==> src/rtl/scan_mux_pkg.sv <==
// Shared definitions for the scanning channel multiplexer and its helpers.
// Latency: n/a (types, constants and elaboration-time functions only).
// Backpressure: n/a.
package scan_mux_pkg;

    typedef enum logic [1:0] {
        ST_IDLE   = 2'd0,
        ST_MANUAL = 2'd1,
        ST_SCAN   = 2'd2
    } state_t;

    localparam logic MODE_MANUAL = 1'b0;
    localparam logic MODE_SCAN   = 1'b1;

    // Ceiling log2, evaluated at elaboration to size counters.
    function automatic int clog2(input int value);
        int r;
        r = 0;
        while ((1 << r) < value) begin
            r++;
        end
        return r;
    endfunction

endpackage

==> src/rtl/rate_divider.sv <==
// Down-counting rate divider: Tick is high while the count sits at zero.
// Latency: Tick follows the registered count; one Tick every DIV enabled cycles.
// Backpressure: none; Enable low freezes the count, Load restarts it at DIV-1.
module rate_divider
    import scan_mux_pkg::*;
#(
    parameter int DIV = 50000000
) (
    input  logic Clock,
    input  logic Resetn,
    input  logic Enable,
    input  logic Load,
    output logic Tick
);

    localparam int CW = (clog2(DIV) < 1) ? 1 : clog2(DIV);
    localparam logic [CW-1:0] RELOAD = CW'(DIV - 1);

    logic [CW-1:0] count;

    // Count down while enabled, reloading after zero; Load takes priority.
    always_ff @(posedge Clock) begin
        if (!Resetn) begin
            count <= RELOAD;
        end else if (Load) begin
            count <= RELOAD;
        end else if (Enable) begin
            count <= (count == '0) ? RELOAD : count - CW'(1);
        end
    end

    // Tick is not gated by Enable so the consumer can use it without a loop.
    assign Tick = (count == '0);

endmodule

==> src/rtl/scan_mux_reg.sv <==
// Registered N-channel W-bit mux with manual select or divider-paced auto-scan.
// Latency: 1 cycle from MuxSelect/Input/ChanMask to Out, CurChan, Valid, Wrap.
// Backpressure: none; Enable low holds outputs and freezes the scan divider.
module scan_mux_reg
    import scan_mux_pkg::*;
#(
    parameter int N   = 7,
    parameter int W   = 1,
    parameter int SW  = 3,
    parameter int DIV = 50000000
) (
    input  logic           Clock,
    input  logic           Resetn,
    input  logic [N*W-1:0] Input,
    input  logic [SW-1:0]  MuxSelect,
    input  logic           Mode,
    input  logic           Enable,
    input  logic [N-1:0]   ChanMask,
    output logic [W-1:0]   Out,
    output logic [SW-1:0]  CurChan,
    output logic           Valid,
    output logic           Wrap
);

    state_t         state, state_nxt;
    logic           paused, paused_nxt;   // idle because scan was disabled, resume without reload
    logic           scanning, entering;
    logic           tick, div_en;
    logic [SW:0]    thr;
    logic           hit_hi, hit_any, found;
    logic [SW-1:0]  idx_hi, idx_any, cand;
    logic [SW-1:0]  chan_nxt;
    logic [W-1:0]   out_nxt;
    logic           valid_nxt, wrap_nxt, pick;

    // Decide whether this cycle continues a scan or starts one, then find the
    // lowest eligible channel at or above the threshold, else the lowest overall.
    always_comb begin
        scanning = (state == ST_SCAN) || ((state == ST_IDLE) && paused);
        entering = Enable && (Mode == MODE_SCAN) && !scanning;
        thr      = entering ? {1'b0, MuxSelect} : ({1'b0, CurChan} + (SW+1)'(1));
        hit_hi   = 1'b0;
        hit_any  = 1'b0;
        idx_hi   = '0;
        idx_any  = '0;
        for (int k = N - 1; k >= 0; k--) begin
            if (ChanMask[k]) begin
                hit_any = 1'b1;
                idx_any = SW'(k);
                if ((SW+1)'(k) >= thr) begin
                    hit_hi = 1'b1;
                    idx_hi = SW'(k);
                end
            end
        end
        found = hit_any;
        cand  = hit_hi ? idx_hi : idx_any;
    end

    assign div_en = Enable && (Mode == MODE_SCAN) && scanning;

    rate_divider #(.DIV(DIV)) u_div (
        .Clock  (Clock),
        .Resetn (Resetn),
        .Enable (div_en),
        .Load   (entering),
        .Tick   (tick)
    );

    // Next state and next output values; a mode change always beats a divider step.
    always_comb begin
        state_nxt  = state;
        paused_nxt = paused;
        chan_nxt   = CurChan;
        out_nxt    = Out;
        valid_nxt  = Valid;
        wrap_nxt   = 1'b0;
        pick       = 1'b0;
        if (!Enable) begin
            state_nxt  = ST_IDLE;
            paused_nxt = scanning;
        end else if (Mode == MODE_MANUAL) begin
            state_nxt  = ST_MANUAL;
            paused_nxt = 1'b0;
            chan_nxt   = MuxSelect;
            pick       = 1'b1;
        end else begin
            state_nxt  = ST_SCAN;
            paused_nxt = 1'b0;
            pick       = 1'b1;
            if (entering) begin
                if (found) chan_nxt = cand;
            end else if (tick && found) begin
                chan_nxt = cand;
                wrap_nxt = (cand < CurChan);
            end
        end
        // Out shows the selected channel only when it is legal (and eligible in scan).
        if (pick) begin
            out_nxt   = '0;
            valid_nxt = 1'b0;
            for (int k = 0; k < N; k++) begin
                if ((chan_nxt == SW'(k)) && ((Mode == MODE_MANUAL) || ChanMask[k])) begin
                    out_nxt   = Input[k*W +: W];
                    valid_nxt = 1'b1;
                end
            end
        end
    end

    // State and output registers with synchronous reset.
    always_ff @(posedge Clock) begin
        if (!Resetn) begin
            state   <= ST_IDLE;
            paused  <= 1'b0;
            Out     <= '0;
            CurChan <= '0;
            Valid   <= 1'b0;
            Wrap    <= 1'b0;
        end else begin
            state   <= state_nxt;
            paused  <= paused_nxt;
            Out     <= out_nxt;
            CurChan <= chan_nxt;
            Valid   <= valid_nxt;
            Wrap    <= wrap_nxt;
        end
    end

endmodule

==> config.mk <==
export PLATFORM = sky130hd
export DESIGN_NAME = scan_mux_reg
export DESIGN_NICKNAME = d
export VERILOG_FILES = /design/src/rtl/scan_mux_pkg.sv /design/src/rtl/rate_divider.sv /design/src/rtl/scan_mux_reg.sv
export SDC_FILE = /design/constraint.sdc
export NUM_CORES = 1
export LEC_CHECK = 0
export BUFFER_PORTS_ARGS = -buffer_cell sky130_fd_sc_hd__buf_4
export CAP_MARGIN = 15
export CORE_ASPECT_RATIO = 1.1
export CORE_MARGIN = 2
export CORE_UTILIZATION = 29
export DETAILED_ROUTE_END_ITERATION = 16
export GPL_TIMING_DRIVEN = 0
export SLEW_MARGIN = 5
export SYNTH_ARGS = -nofsm -noshare
export SYNTH_HDL_FRONTEND = slang
export SYNTH_SLANG_ARGS = --single-unit
==> constraint.sdc <==
create_clock -name Clock -period 7.95 [get_ports Clock]
set_input_delay 1.59 -clock Clock [delete_from_list [all_inputs] [get_ports Clock]]
set_output_delay 1.59 -clock Clock [all_outputs]
set_load 0.05 [all_outputs]
==> metrics.md <==
| Metric | Value |
|---|---|
| Final TNS setup | 0 ns |
| Cell Area, Synth | 2380 um^2 |
| Post-synth EDFFs | 0 |
| P_leak | 0.000998 uW |
| Yosys top cell by area | dfxtp_1 |
| Unrepaired setup endpoints after global routing | false |
| Crit-path max FO | 10 |
| Initial antenna violation count | 0 |
| Main flop type after synthesis | dfxtp_1 |
| Largest cells by area after synthesis | dfxtp_1, nand2_1, xnor2_1 |
| Worst slew margin | 52.2% |
| Via-to-Cell Ratio | 5.28 |
| Nets@finish | 355 |
| Routed wire length | 6170 um |
| Max clock buf depth | 2 |
| Final slew viol count | 0 |
| Final period util | 58.2% |
| Hold crit path type | reg -> reg |
| Largest delay share family, worst path | compound AO/OA/AOI/OAI gates |
| FF+latch count, synth | 35 |
| GRT Total Usage | 13.9% |
| Later-pin clock latency in the skew report | 0.28 ns |
| Initial Utilization | 29.9% |
| First-pass GRT wire length | 10,500 um |
| Post-route ant nets | 0 |
| Startpoint Class | input pin |
| Minimum clock period | 4.62 ns |
| Crit path max-delay cell type | or4_1 |
| CP max stage delay | 0.56 ns |
| Post-CTS Setup Inserts | 0 |
| GR Overflow Total | 0 |
| Die width | 90.3 um |
| Ys Warns | 0 |
| CTS root buf | clkbuf_8 |
| Die Footprint | 8940 um^2 |
| Largest net degree at the start of global routing | 12 |
| Peak supply drop | 0.000117 V |
| Max Fclk | 216 MHz |
| Hold buffers post-CTS | 0 |
| Syn_nets | 324 |
| Setup Crit Path Kind | in -> reg |
| Layout cell share with drive strength beyond 1 | 15.4% |
| Post-synth cell types | 65 |
| Final clock skew | 0.00412 ns |
| Cts bufs inserted | 5 |
| Critical Path Sink Type | flop |
| Count of buffers from port buffering | 24 |
| TritonCTS Sinks | 35 |
| # rows | 34 |
| R2R Setup Slk | 4.31 ns |
| Worst Path Required | 8.16 ns |
| PwrDens | 158 nW/um^2 |
| Routed vias | 2,316 |
| TritonRoute pass-1 iters | 4 |
| Cells along the critical path | buf_4 > clkbuf_1 > nand2_1 > clkbuf_1 > o32ai_1 > o211ai_1 > nand3_1 > or4_1 > a211o_1 > nand2_4 > o2111ai_1 > o2111a_1 > a211oi_2 |
| Area share of the largest cell type after synthesis | 29.5% |
| Fin. Hold Viols | 0 |
| I/O pins | 27 |
| Measured slew at the worst slew-check pin | 0.713 ns |
| Final instance area | 2810 um^2 |
| Dpl cell area | 2690 um^2 |
| Setup-failing EPs final | 0 |
| Per-cell routed wire length | 14.1 um |
| Most used cell, CP | clkbuf_1 |
| Drt first-iter violations | 90 |
| Post_cts resized | 0 |
| CTS tree | built |
| Estimated wirelength of the detail-placed design | 4600 um |
| Syn-to-layout area delta | 18.2% |
| Mean Syn Cell Area | 7.95 um^2 |
| Outcome | finished clean |
| Die Ht | 99.0 um |
| Synth Instances | 299 |
| Gp weighted congestion | 0.924 |
| H-tree depth | 2 |
| Vias in the first global route | 2,232 |
| Worst-path clk slew | 0.07 ns |
| Seq/Total Area, Yosys | 29.5% |
| Core area | 7960 um^2 |
| Max Cap Viol | 0 |
| Antenna diode count | 0 |
| Worst EP arrival | 4.83 ns |
| CP bufs+invs | 3 |
| DR DRC count | 0 |
| Async SR Flop Fraction | 0% |
## layout make-up
type | instances | area [um^2]
well taps | 108 | 135
clock buffers | 6 | 82.6
flip-flops and latches | 35 | 701
inverters | 9 | 33.8
multi-input cells | 243 | 1590
plain buffers | 12 | 52.6
clock inverters | 2 | 35.0
repair buffers | 24 | 180
fillers | 868 | 5140
## worst register-to-register path, stage by stage (launching register included)
cell and delay, ns:
dfxtp_1 0.63, ha_1 0.37, xor2_1 0.22, a221oi_1 0.10, o21ai_0 0.37, nand3_1 0.19, or4_1 0.56, a211o_1 0.42
nand2_4 0.15, o2111ai_1 0.12, o2111a_1 0.30, a211oi_2 0.14
## stage by stage
stage | hold slack [ns] | std cells | utilization [%] | power (uW) | setup WS, ns
6_report | 0.492 | 439 | 35.3 | 444 | 3.33
5_1_grt | 0.534 | 439 | 35.3 | 466 | 3.16
4_1_cts | 0.499 | 439 | 35.3 | 445 | 3.38
3_5_place_dp | 0.479 | 431 | 33.8 | 282 | 3.12
3_3_place_gp | 0.478 | 431 | 33.8 | 281 | 3.12
2_1_floorplan | 0.457 | 299 | - | 252 | 3.79
## synthesized netlist by cell type (2+ instances only)
| master | n |
|---|---|
| nor4_1 | 7 |
| nand4_1 | 6 |
| a31oi_1 | 4 |
| o21ai_1 | 2 |
| xnor2_1 | 14 |
| or4_4 | 3 |
| nand2_1 | 33 |
| o211ai_1 | 4 |
| o32a_1 | 2 |
| nor2b_1 | 5 |
| a211oi_1 | 4 |
| nand3_1 | 9 |
| nand2b_1 | 2 |
| o21ai_0 | 15 |
| o41a_1 | 2 |
| o2111ai_1 | 2 |
| and2_1 | 7 |
| o22ai_1 | 3 |
| dfxtp_1 | 35 |
| or3_1 | 6 |
| xor2_1 | 8 |
| nor4bb_1 | 2 |
| or4_1 | 4 |
| or2_2 | 2 |
| nor3_1 | 7 |
| clkbuf_1 | 11 |
| ha_1 | 4 |
| a21oi_1 | 15 |
| nor3b_1 | 2 |
| nor2_1 | 29 |
| o221ai_1 | 3 |
| inv_1 | 9 |
| and3_1 | 5 |
| mux2_2 | 2 |
## cells by family (layout without fill, tap and decap cells)
kind of cell | count (synthesis) | after routing | share of synthesized area, %
and+or+nand+nor | 137 | 137 | 31.8
AOI/OAI and AO/OA | 77 | 77 | 23.5
DFF | 35 | 35 | 29.5
xor gates and xnor gates | 22 | 22 | 8.11
buffers and inverters | 21 | 53 | 3.63
adders and majority gates | 4 | 4 | 2.11
muxes | 3 | 3 | 1.37
## placed cells by master, fill, tap and decap left out, types with 5 or more instances in the layout
cell	Yosys	final
inv_1	9	9
o21ai_0	15	15
nor2b_1	5	5
nand4_1	6	6
nor3_1	7	7
clkbuf_1	11	11
and3_1	5	5
a21oi_1	15	15
nand2_1	33	33
xor2_1	8	8
nor2_1	29	29
nor4_1	7	7
or3_1	6	6
clkbuf_8	0	6
dfxtp_1	35	35
and2_1	7	7
xnor2_1	14	14
nand3_1	9	9
buf_4	0	24
## final timing paths
| kind | from | endpoint | depth (start not counted) |
|---|---|---|---|
| worst min register to register | u_div.count[19] | u_div.count[19] | 2 |
| worst max register to register | CurChan[0] | Out | 11 |
| worst max-delay path | Mode | Out | 13 |
| worst min-delay path | u_div.count[19] | u_div.count[19] | 2 |
## layer usage
layer | part of all wire [%] | wire length [um] | GRT usage (%) | vias to the layer above
met5 | 0 | 0 | 0 | -
met4 | 1.3 | 79 | 3.67 | 0
met1 | 44 | 2730 | 17.4 | 1069
met2 | 50 | 3060 | 24.6 | 71
li1 | - | - | - | 1167
met3 | 5.0 | 306 | 2.75 | 9
## report_power, final
group	total, uW	internal (uW)	switching, uW
logic	96.9	37.8	59.1
registers	182	178	3.34
clock network	165	101	64.0
total	444	318	126
## flip-flops by register name, summed over array words and instances (netlist names)
register	count
u_div.count	26
Out	1
paused	1
Wrap	1
state	2
Valid	1
CurChan	3
(Power assumes the default switching activity.)
